File: src/rtl/spi_bridge_pkg.sv
// spi_bridge_pkg: shared types for the SPI command bridge.
//   opcode_e : command opcode carried in bits [7:6] of the command byte
//   state_e  : bridge FSM state, exported on the debug 'state' port
//   CMD_*    : bit positions of the command byte fields
package spi_bridge_pkg;

    typedef enum logic [1:0] {
        OP_NOP     = 2'b00,
        OP_WRITE   = 2'b01,
        OP_READ    = 2'b10,
        OP_SETADDR = 2'b11
    } opcode_e;

    typedef enum logic [2:0] {
        ST_CMD   = 3'd0,
        ST_ADDR  = 3'd1,
        ST_WDATA = 3'd2,
        ST_WACK  = 3'd3,
        ST_RREQ  = 3'd4,
        ST_RACK  = 3'd5,
        ST_RWAIT = 3'd6,
        ST_DRAIN = 3'd7
    } state_e;

    // Command byte layout: [7:6] opcode, [5] inc, [4:0] burst count - 1
    localparam int CMD_OP_HI  = 7;
    localparam int CMD_OP_LO  = 6;
    localparam int CMD_INC    = 5;
    localparam int CMD_CNT_HI = 4;
    localparam int CMD_CNT_LO = 0;

endpackage

File: src/rtl/spi_cmd_bridge.sv
// spi_cmd_bridge: decodes framed SPI command bytes (from an external spi_byte)
// into request/acknowledge bus cycles, with address setup, read/write bursts,
// optional address auto-increment, overrun detection and frame abort.
//
// Ports:
//   sys_clk, reset          clock; asynchronous active-high reset
//   rx_data, rx_valid       received byte and its one-cycle strobe
//   cs_active               SPI chip select (already synchronised)
//   tx_data                 byte to be shifted out on the next SPI byte
//   bus_addr/wdata/we/req   bus request side
//   bus_ack, bus_rdata      bus acknowledge and read data
//   overrun                 sticky flag: byte received while a bus cycle was pending
//   state                   current FSM state (debug)
//
// ADDR_WIDTH must lie in 8..24 and 8*ADDR_BYTES must be >= ADDR_WIDTH.
module spi_cmd_bridge
    import spi_bridge_pkg::*;
#(
    parameter int ADDR_WIDTH = 17,
    parameter int ADDR_BYTES = 3
) (
    input  logic                  sys_clk,
    input  logic                  reset,
    input  logic [7:0]            rx_data,
    input  logic                  rx_valid,
    input  logic                  cs_active,
    output logic [7:0]            tx_data,
    output logic [ADDR_WIDTH-1:0] bus_addr,
    output logic [7:0]            bus_wdata,
    output logic                  bus_we,
    output logic                  bus_req,
    input  logic                  bus_ack,
    input  logic [7:0]            bus_rdata,
    output logic                  overrun,
    output logic [2:0]            state
);

    localparam int ACC_W = 8 * ADDR_BYTES;
    localparam int CNT_W = $clog2(ADDR_BYTES + 1);

    state_e                  state_q,   state_d;
    logic [ADDR_WIDTH-1:0]   addr_q,    addr_d;
    logic [ACC_W-1:0]        acc_q,     acc_d;
    logic [CNT_W-1:0]        abytes_q,  abytes_d;
    logic [5:0]              rem_q,     rem_d;
    logic                    inc_q,     inc_d;
    logic [7:0]              wdata_q,   wdata_d;
    logic                    we_q,      we_d;
    logic                    req_q,     req_d;
    logic [7:0]              tx_q,      tx_d;
    logic                    overrun_q, overrun_d;
    logic                    cs_q;

    logic    rx_fire;
    logic    ack_fire;
    logic    cs_rise;
    logic    cs_fall;
    opcode_e cmd_op;

    function automatic logic [ADDR_WIDTH-1:0] addr_next(input logic [ADDR_WIDTH-1:0] a);
        return a + ADDR_WIDTH'(1);
    endfunction

    // Bytes outside a frame are ignored; ack only counts while a request is out.
    assign rx_fire  = rx_valid & cs_active;
    assign ack_fire = bus_ack & req_q;
    assign cs_rise  = cs_active & ~cs_q;
    assign cs_fall  = ~cs_active & cs_q;
    assign cmd_op   = opcode_e'(rx_data[CMD_OP_HI:CMD_OP_LO]);

    always_ff @(posedge sys_clk or posedge reset) begin
        if (reset) begin
            state_q   <= ST_CMD;
            addr_q    <= '0;
            acc_q     <= '0;
            abytes_q  <= '0;
            rem_q     <= '0;
            inc_q     <= 1'b0;
            wdata_q   <= 8'h00;
            we_q      <= 1'b0;
            req_q     <= 1'b0;
            tx_q      <= 8'h00;
            overrun_q <= 1'b0;
            cs_q      <= 1'b0;
        end else begin
            state_q   <= state_d;
            addr_q    <= addr_d;
            acc_q     <= acc_d;
            abytes_q  <= abytes_d;
            rem_q     <= rem_d;
            inc_q     <= inc_d;
            wdata_q   <= wdata_d;
            we_q      <= we_d;
            req_q     <= req_d;
            tx_q      <= tx_d;
            overrun_q <= overrun_d;
            cs_q      <= cs_active;
        end
    end

    always_comb begin
        state_d   = state_q;
        addr_d    = addr_q;
        acc_d     = acc_q;
        abytes_d  = abytes_q;
        rem_d     = rem_q;
        inc_d     = inc_q;
        wdata_d   = wdata_q;
        we_d      = we_q;
        req_d     = req_q;
        tx_d      = tx_q;
        overrun_d = overrun_q;

        if (cs_rise) begin
            overrun_d = 1'b0;
        end
        if (rx_fire && (state_q == ST_WACK || state_q == ST_RACK)) begin
            overrun_d = 1'b1;
        end

        unique case (state_q)
            ST_CMD: begin
                if (rx_fire) begin
                    case (cmd_op)
                        OP_SETADDR: begin
                            abytes_d = CNT_W'(ADDR_BYTES);
                            state_d  = ST_ADDR;
                        end
                        OP_WRITE: begin
                            rem_d   = 6'(rx_data[CMD_CNT_HI:CMD_CNT_LO]) + 6'd1;
                            inc_d   = rx_data[CMD_INC];
                            state_d = ST_WDATA;
                        end
                        OP_READ: begin
                            // Request goes out with the state change so read data
                            // is back before the master clocks the next byte.
                            rem_d   = 6'(rx_data[CMD_CNT_HI:CMD_CNT_LO]) + 6'd1;
                            inc_d   = rx_data[CMD_INC];
                            we_d    = 1'b0;
                            req_d   = 1'b1;
                            state_d = ST_RREQ;
                        end
                        default: ;
                    endcase
                end
            end
            ST_ADDR: begin
                if (rx_fire) begin
                    // Shift MSB-first; bits above ADDR_WIDTH fall off at load time.
                    acc_d    = ACC_W'({acc_q, rx_data});
                    abytes_d = abytes_q - CNT_W'(1);
                    if (abytes_q == CNT_W'(1)) begin
                        addr_d  = acc_d[ADDR_WIDTH-1:0];
                        state_d = ST_CMD;
                    end
                end
            end
            ST_WDATA: begin
                if (rx_fire) begin
                    wdata_d = rx_data;
                    we_d    = 1'b1;
                    req_d   = 1'b1;
                    state_d = ST_WACK;
                end
            end
            ST_WACK: begin
                if (ack_fire) begin
                    req_d = 1'b0;
                    rem_d = rem_q - 6'd1;
                    if (inc_q) addr_d = addr_next(addr_q);
                    state_d = (rem_q == 6'd1) ? ST_CMD : ST_WDATA;
                end
            end
            ST_RREQ: begin
                state_d = ST_RACK;
            end
            ST_RACK: begin
                if (ack_fire) begin
                    req_d = 1'b0;
                    tx_d  = bus_rdata;
                    rem_d = rem_q - 6'd1;
                    if (inc_q) addr_d = addr_next(addr_q);
                    state_d = (rem_q == 6'd1) ? ST_CMD : ST_RWAIT;
                end
            end
            ST_RWAIT: begin
                if (rx_fire) begin
                    we_d    = 1'b0;
                    req_d   = 1'b1;
                    state_d = ST_RREQ;
                end
            end
            ST_DRAIN: begin
                // Let the outstanding cycle finish without side effects.
                if (ack_fire) begin
                    req_d   = 1'b0;
                    state_d = ST_CMD;
                end
            end
            default: state_d = ST_CMD;
        endcase

        // Frame abort. An ack coinciding with the fall has already completed
        // above (req_d low), so only a still-pending request needs draining.
        if (cs_fall && state_q != ST_DRAIN) begin
            state_d = req_d ? ST_DRAIN : ST_CMD;
        end
    end

    assign tx_data   = tx_q;
    assign bus_addr  = addr_q;
    assign bus_wdata = wdata_q;
    assign bus_we    = we_q;
    assign bus_req   = req_q;
    assign overrun   = overrun_q;
    assign state     = state_q;

endmodule

File: config.mk
export PLATFORM = sky130hd
export DESIGN_NAME = spi_cmd_bridge
export DESIGN_NICKNAME = d
export VERILOG_FILES = /design/src/rtl/spi_bridge_pkg.sv /design/src/rtl/spi_cmd_bridge.sv
export SDC_FILE = /design/constraint.sdc
export NUM_CORES = 1
export LEC_CHECK = 0
export BUFFER_PORTS_ARGS = -buffer_cell sky130_fd_sc_hd__buf_2
export CAP_MARGIN = 20
export CORE_MARGIN = 2
export CORE_UTILIZATION = 55
export CTS_BUF_LIST = sky130_fd_sc_hd__clkbuf_8
export DETAILED_ROUTE_END_ITERATION = 6
export PLACE_DENSITY = 0.79
export SETUP_SLACK_MARGIN = 0.5
export SKIP_LAST_GASP = 1
export SYNTH_ARGS = -nofsm -noshare
export SYNTH_HDL_FRONTEND = slang
export SYNTH_SLANG_ARGS = --single-unit
File: constraint.sdc
create_clock -name sys_clk -period 4.9 [get_ports sys_clk]
set_clock_uncertainty 0.1 [all_clocks]
set_input_delay 0.98 -clock sys_clk [delete_from_list [all_inputs] [get_ports sys_clk]]
set_output_delay 0.98 -clock sys_clk [all_outputs]
set_load 0.02 [all_outputs]
==> reports/results.ini, run 1 <==
[status]
status = completed

[setup_path]
slowest_delay_ns = 0.77
crit_fanout = 27
crit_family = compound AO/OA/AOI/OAI gates
critical_path.endpoint_type = flip-flop
crit_cells = 5
slowest_stage = dfrtp_1
critPathLaunchType = flip-flop
crit_arrival_ns = 2.95
cp_data_required_time_ns = 5.03
crit_buf_inv = 0
critPathKind = reg -> reg
reg2reg_depth = 5
crit_chain = xor2_1, nand2_1, o21ai_4, o21ai_2, a22o_1

[drt]
drt_iter0_markers = 223
first_pass_iters = 5
drt_wl_total_um = 7710
route.met3.wl_um = 413
route.detailed.wl_per_inst_um = 17.5
remaining_drc_errors = 0
viasPerCell = 6.09
vias = 2679
routed.top_layer = met4
drt-met1-wl_um = 3500
wl_met2_um = 3710
ant_nets = 0

[floorplanning]
die-area_um2 = 6360
initial_utilization_pct = 57.0
die_h_um = 79.8
core_region_area_um2 = 5540
rows = 27
die_w_um = 79.8
pin_count = 60

[sta]
fin_crit_ns = 2.81
rsz0062_at_grt = false
setup_viol = 0
fmax_mhz = 355
fin_setup_tns_ns = 0
timing_hold_violations_final = 0
drv_slew = 0
relSlewSlack_pct = 28.0
post-route-period-util_pct = 57.4
worst_pin_slew_ns = 1.08

[pwr]
finalPower_mw = 2.37
power_density_nw_per_um2 = 643
leakage_nw = 1.70
ir_drop_mv = 0.371

[flow_run]
max-cap-violations = 0

[synthesis]
synth.avg_cell_area_um2 = 10.4
synthArstFlopShare_pct = 100
synth_area_um2 = 3160
yosysWarnings = 0
synth_cell_types = 54
ys_ff_latch = 58
synth-main-ff-cell = dfrtp_1
synth_most_common_cell = dfrtp_1
yosysTopAreaCell = dfrtp_1
synth_common_cells = dfrtp_1, nand2_1, mux2_2, a21oi_1, nand3_1
ys_top_cells_by_area = dfrtp_1, mux2_2, nand2_1, ha_1, a21oi_1
syn_nets = 333
synth_edf_count = 0
synth_seq_area_share_pct = 46.0
synth_top_area_share_pct = 46.0
synthCells = 304

[global_route]
grt_pass1_vias = 2593
grt_max_degree = 59
antenna_found_initial = 0
grt_pass1_wl_um = 12500
grt-ovfl-total = 0
grt_usage_pct = 25.8

[place]
dp_hpwl_um = 5250
place_inst = 424
gp_congestion = 0.940
numPortBuffers = 59
placed_area_um2 = 3480

[finish]
design_area_um2 = 3690
nets = 392
drive_above_1_share_pct = 31.8
instances_no_fill = 440
area_growth_pct = 16.8
antenna_cells = 0

[hold_path]
hp-class = reg -> reg
min_path_cells = 1

[clocking]
cts_max_level = 3
numCtsBuffers = 9
cts_setup_buffers = 0
hold_buffers = 0
cts_buffer_depth = 2
tritoncts = done
cts_root_buf = clkbuf_8
clk_latency_ns = 0.34
cts_resized = 0
cts.sinks = 58
clk_pin_slew_worst_paths_ns = 0.07

## flip-flops by register name, indices dropped and copies added (netlist names)
register,flops
cs_q,1
tx_data,8
bus_req,1
inc_q,1
state,3
acc_q,9
bus_addr,17
bus_we,1
overrun,1
rem_q,6
abytes_q,2
bus_wdata,8
## kinds of logic after synthesis
family                   synth area share, %
AO/OA/AOI/OAI                           16.9
XOR/XNOR                                1.39
adder cells (fa/ha/maj)                 3.17
buffers and inverters                   3.65
flip-flops                              46.0
multiplexers                            12.2
AND/OR/NAND/NOR                         16.7
## cells in the final DEF, fill, tap and decap left out, drive strengths merged, types with 3 or more instances in the layout
cell type  Yosys  final
inv           13     13
a211oi         3      3
xnor2          3      3
a21oi         17     17
and3           9      9
nor3           6      6
mux2          28     28
a311oi         3      3
clkbuf         5     11
o31ai          3      3
buf            7     60
dfrtp         58     58
o22ai          5      5
clkinv         0      3
nand4          5      5
o211ai         4      4
a31oi          6      6
nor2          12     12
nand2         31     31
a2bb2oi        3      3
ha             8      8
o21ai         13     13
or3            5      5
nand3         16     16
nor4           4      4
mux2i          7      7
## cell type report
class | count | area [um2]
clock buffer | 11 | 151
multi-input combinational | 221 | 1590
inverter | 13 | 48.8
tap | 72 | 90.1
clock inverter | 5 | 52.6
sequential | 58 | 1450
timing repair buffer | 60 | 303
fill | 442 | 1850
## stage by stage
step                      util [%]  worst slack (ns)  hold slack [ns]
after floorplan                  -              2.32            0.357
after global placement        62.9              2.13            0.360
after detailed placement      62.9              2.08            0.365
after CTS                     66.6              2.12            0.379
after global routing          66.6              1.96            0.389
final                         66.6              2.09            0.380
## metal layers
metal,up-vias,GRT usage [%]
li1,1247,-
met1,1342,35.2
met2,84,41.3
met3,6,3.62
met4,0,10.7
met5,-,0
## path summary, 6_finish.rpt
kind,startpoint,to,slack [ns]
hold reg to reg,bus_we,bus_we,0.38
min in group asynchronous,reset,abytes_q[0],0.75
setup reg to reg,state[2],rem_q[4],2.09
hold / removal,bus_we,bus_we,0.38
max in group asynchronous,reset,bus_addr[2],3.47
setup / recovery,state[2],rem_q[4],2.09
## power breakdown
part | switching (mW) | internal (mW) | total (mW)
sequential | 0.220 | 0.690 | 0.911
combinational | 0.601 | 0.406 | 1.01
clock | 0.194 | 0.260 | 0.454
total | 1.02 | 1.36 | 2.37
(Power assumes the default switching activity.)
==> inputs of run 2 (changes only) <==
==> constraint.sdc (replaced) <==
create_clock -name sys_clk -period 2.95 [get_ports sys_clk]
set_clock_uncertainty 0.1 [all_clocks]
set_input_delay 0.59 -clock sys_clk [delete_from_list [all_inputs] [get_ports sys_clk]]
set_output_delay 0.59 -clock sys_clk [all_outputs]
set_load 0.02 [all_outputs]
==> run 2 against run 1 <==
Non-clock buffer count rose by 10; fmax rose by 26%; final cell count rose by 2.3%; via count rose by 1.9%; sequential share of layout area fell by 1.2 points; sequential power rose by 66%; worst hold slack got worse by 0.17 ns; clock power rose by 98%; critical path depth did not move; worst setup slack got worse by 1.4 ns; global-route usage rose by 0.43 points; highest routed layer unchanged.
==> reports/results.ini, run 2 (synthesis results as in run 1) <==
[status]
status = completed

[drt]
first_pass_iters = 5  ; unchanged
route.detailed.wl_per_inst_um = 17.1  ; -2.5%
drt_iter0_markers = 331  ; +48%
drt_wl_total_um = 7690  ; -0.26%
remaining_drc_errors = 0  ; unchanged
vias = 2731  ; +1.9%
viasPerCell = 6.07  ; -0.32%
ant_nets = 0  ; unchanged

[clocking]
cts_max_level = 3  ; unchanged
cts_root_buf = clkbuf_8
cts_buffer_depth = 2  ; unchanged
hold_buffers = 0  ; unchanged
numCtsBuffers = 9  ; unchanged
cts_setup_buffers = 0  ; unchanged
cts.sinks = 58  ; unchanged
tritoncts = done
clk_latency_ns = 0.35  ; about the same
clk_pin_slew_worst_paths_ns = 0.07  ; about the same

[hold_path]
hp-class = in -> async

[finish]
instances_no_fill = 450  ; +2.3%
multi_input_area_um2 = 1590  ; unchanged
final_common_cell = buf_2
final_cell_mix = buf_2, dfrtp_1, nand2_1, mux2_2, a21oi_1
nets = 402  ; +2.6%
antenna_cells = 0  ; unchanged
area_growth_pct = 20.5
drive_above_1_share_pct = 33.3  ; +1.5 points
seq_area_um2 = 1450  ; about the same
largest_reg_flops = 17  ; unchanged
nFillCells = 452  ; +2.3%

[sta]
post-route-period-util_pct = 76.0  ; +19 points
relSlewSlack_pct = 58.2  ; +30 points
fin_setup_tns_ns = 0  ; unchanged
hold_slack_ns = 0.209  ; -0.171 ns
fmax_mhz = 446  ; +26%
drv_slew = 0  ; unchanged
setup_viol = 0  ; unchanged
fin_crit_ns = 2.24  ; -0.572 ns
rsz0062_at_grt = false
worst_pin_slew_ns = 0.626  ; -0.450 ns
timing_hold_violations_final = 0  ; unchanged

[setup_path]
r2r_start = state[0]
r2r_setup_slack_ns = 0.71  ; -1.38 ns
cp_data_required_time_ns = 3.06  ; -1.97 ns
r2r-end = bus_addr[15]
crit_fanout = 17  ; -37%
critPathKind = reg -> reg
crit_arrival_ns = 2.35  ; -0.60 ns
critPathLaunchType = flip-flop
reg2reg_depth = 5  ; unchanged
critical_path.endpoint_type = flip-flop

[global_route]
grt_pass1_vias = 2556  ; -1.4%
grt_pass1_wl_um = 12600  ; +0.94%
antenna_found_initial = 0  ; unchanged
grt_usage_pct = 26.2  ; +0.43 points
grt_max_degree = 29  ; -51%
grt-ovfl-total = 0  ; unchanged

[pwr]
ir_drop_mv = 0.650  ; +75%
leakage_nw = 1.77  ; +4.3%
finalPower_mw = 4.12  ; +74%
power_density_nw_per_um2 = 1080  ; +68%

[floorplanning]
core_region_area_um2 = 5540  ; unchanged
pin_count = 60  ; unchanged
die_h_um = 79.8  ; unchanged
die_w_um = 79.8  ; unchanged
die-area_um2 = 6360  ; unchanged
initial_utilization_pct = 57.0  ; unchanged
rows = 27  ; unchanged

[place]
numPortBuffers = 59  ; unchanged
place_inst = 434  ; +2.4%
dp_hpwl_um = 5440  ; +3.8%
gp_congestion = 0.919  ; -2.2%

[flow_run]
max-cap-violations = 0  ; unchanged

run 2: through the flow:
stage | cell area [um2] | util (%) | setup WS [ns]
after floorplan | 3160 | - | 0.757
after global placement | 3560 | 64.2 | 0.605
after detailed placement | 3560 | 64.2 | 0.521
after CTS | 3800 | 68.6 | 0.675
after global routing | 3800 | 68.7 | 0.531
final | 3800 | 68.7 | 0.708
run 2: repair_timing:
| item | CTS | global route |
|---|---|---|
| resized for setup | 0 | 1 |
| hold endpoints to repair | 0 | 0 |
| setup endpoints to repair | 0 | 3 |
run 2: area by class of cell:
| type | instances | share of cell area (%) |
|---|---|---|
| Clock buffer | 10 | 3.62 |
| Clock inverter | 6 | 2.80 |
| Inverter | 13 | 1.28 |
| Multi-Input combinational cell | 221 | 41.8 |
| Sequential cell | 58 | 38.2 |
| Tap cell | 72 | 2.37 |
| Timing Repair Buffer | 70 | 9.93 |
run 2: power breakdown:
part	leakage, nW	internal (mW)	switching, mW	total, mW
Sequential	0.715	1.15	0.357	1.51
Clock	0.129	0.579	0.321	0.900
Combinational	0.927	0.710	1.00	1.71
run 2: worst max path at each step:
stage,start,to,slack [ns],cells past startpoint
after floorplan,rx_data[6],rem_q[4],0.76,7
after global placement,rx_data[6],rem_q[4],0.60,7
after detailed placement,rx_data[6],rem_q[4],0.52,7
after CTS,state[2],rem_q[2],0.67,5
after global routing,state[0],bus_addr[15],0.53,5
final,state[0],bus_addr[15],0.71,5
run 2: per-layer routing:
layer	vias up	wire length [um]	global-route usage (%)	part of all wire (%)
met3	25	493	7.13	6.4
met1	1314	3410	36.2	44
li1	1274	-	-	-
met4	0	196	9.32	2.5
met2	118	3590	39.8	47
met5	-	0	0	0
run 2: worst max-delay path: stages (launching register included):
cell	delay, ns
dfrtp_1	0.65
nand2b_1	0.24
nor4_4	0.49
nor2_1	0.24
nor4_1	0.31
a211oi_1	0.08
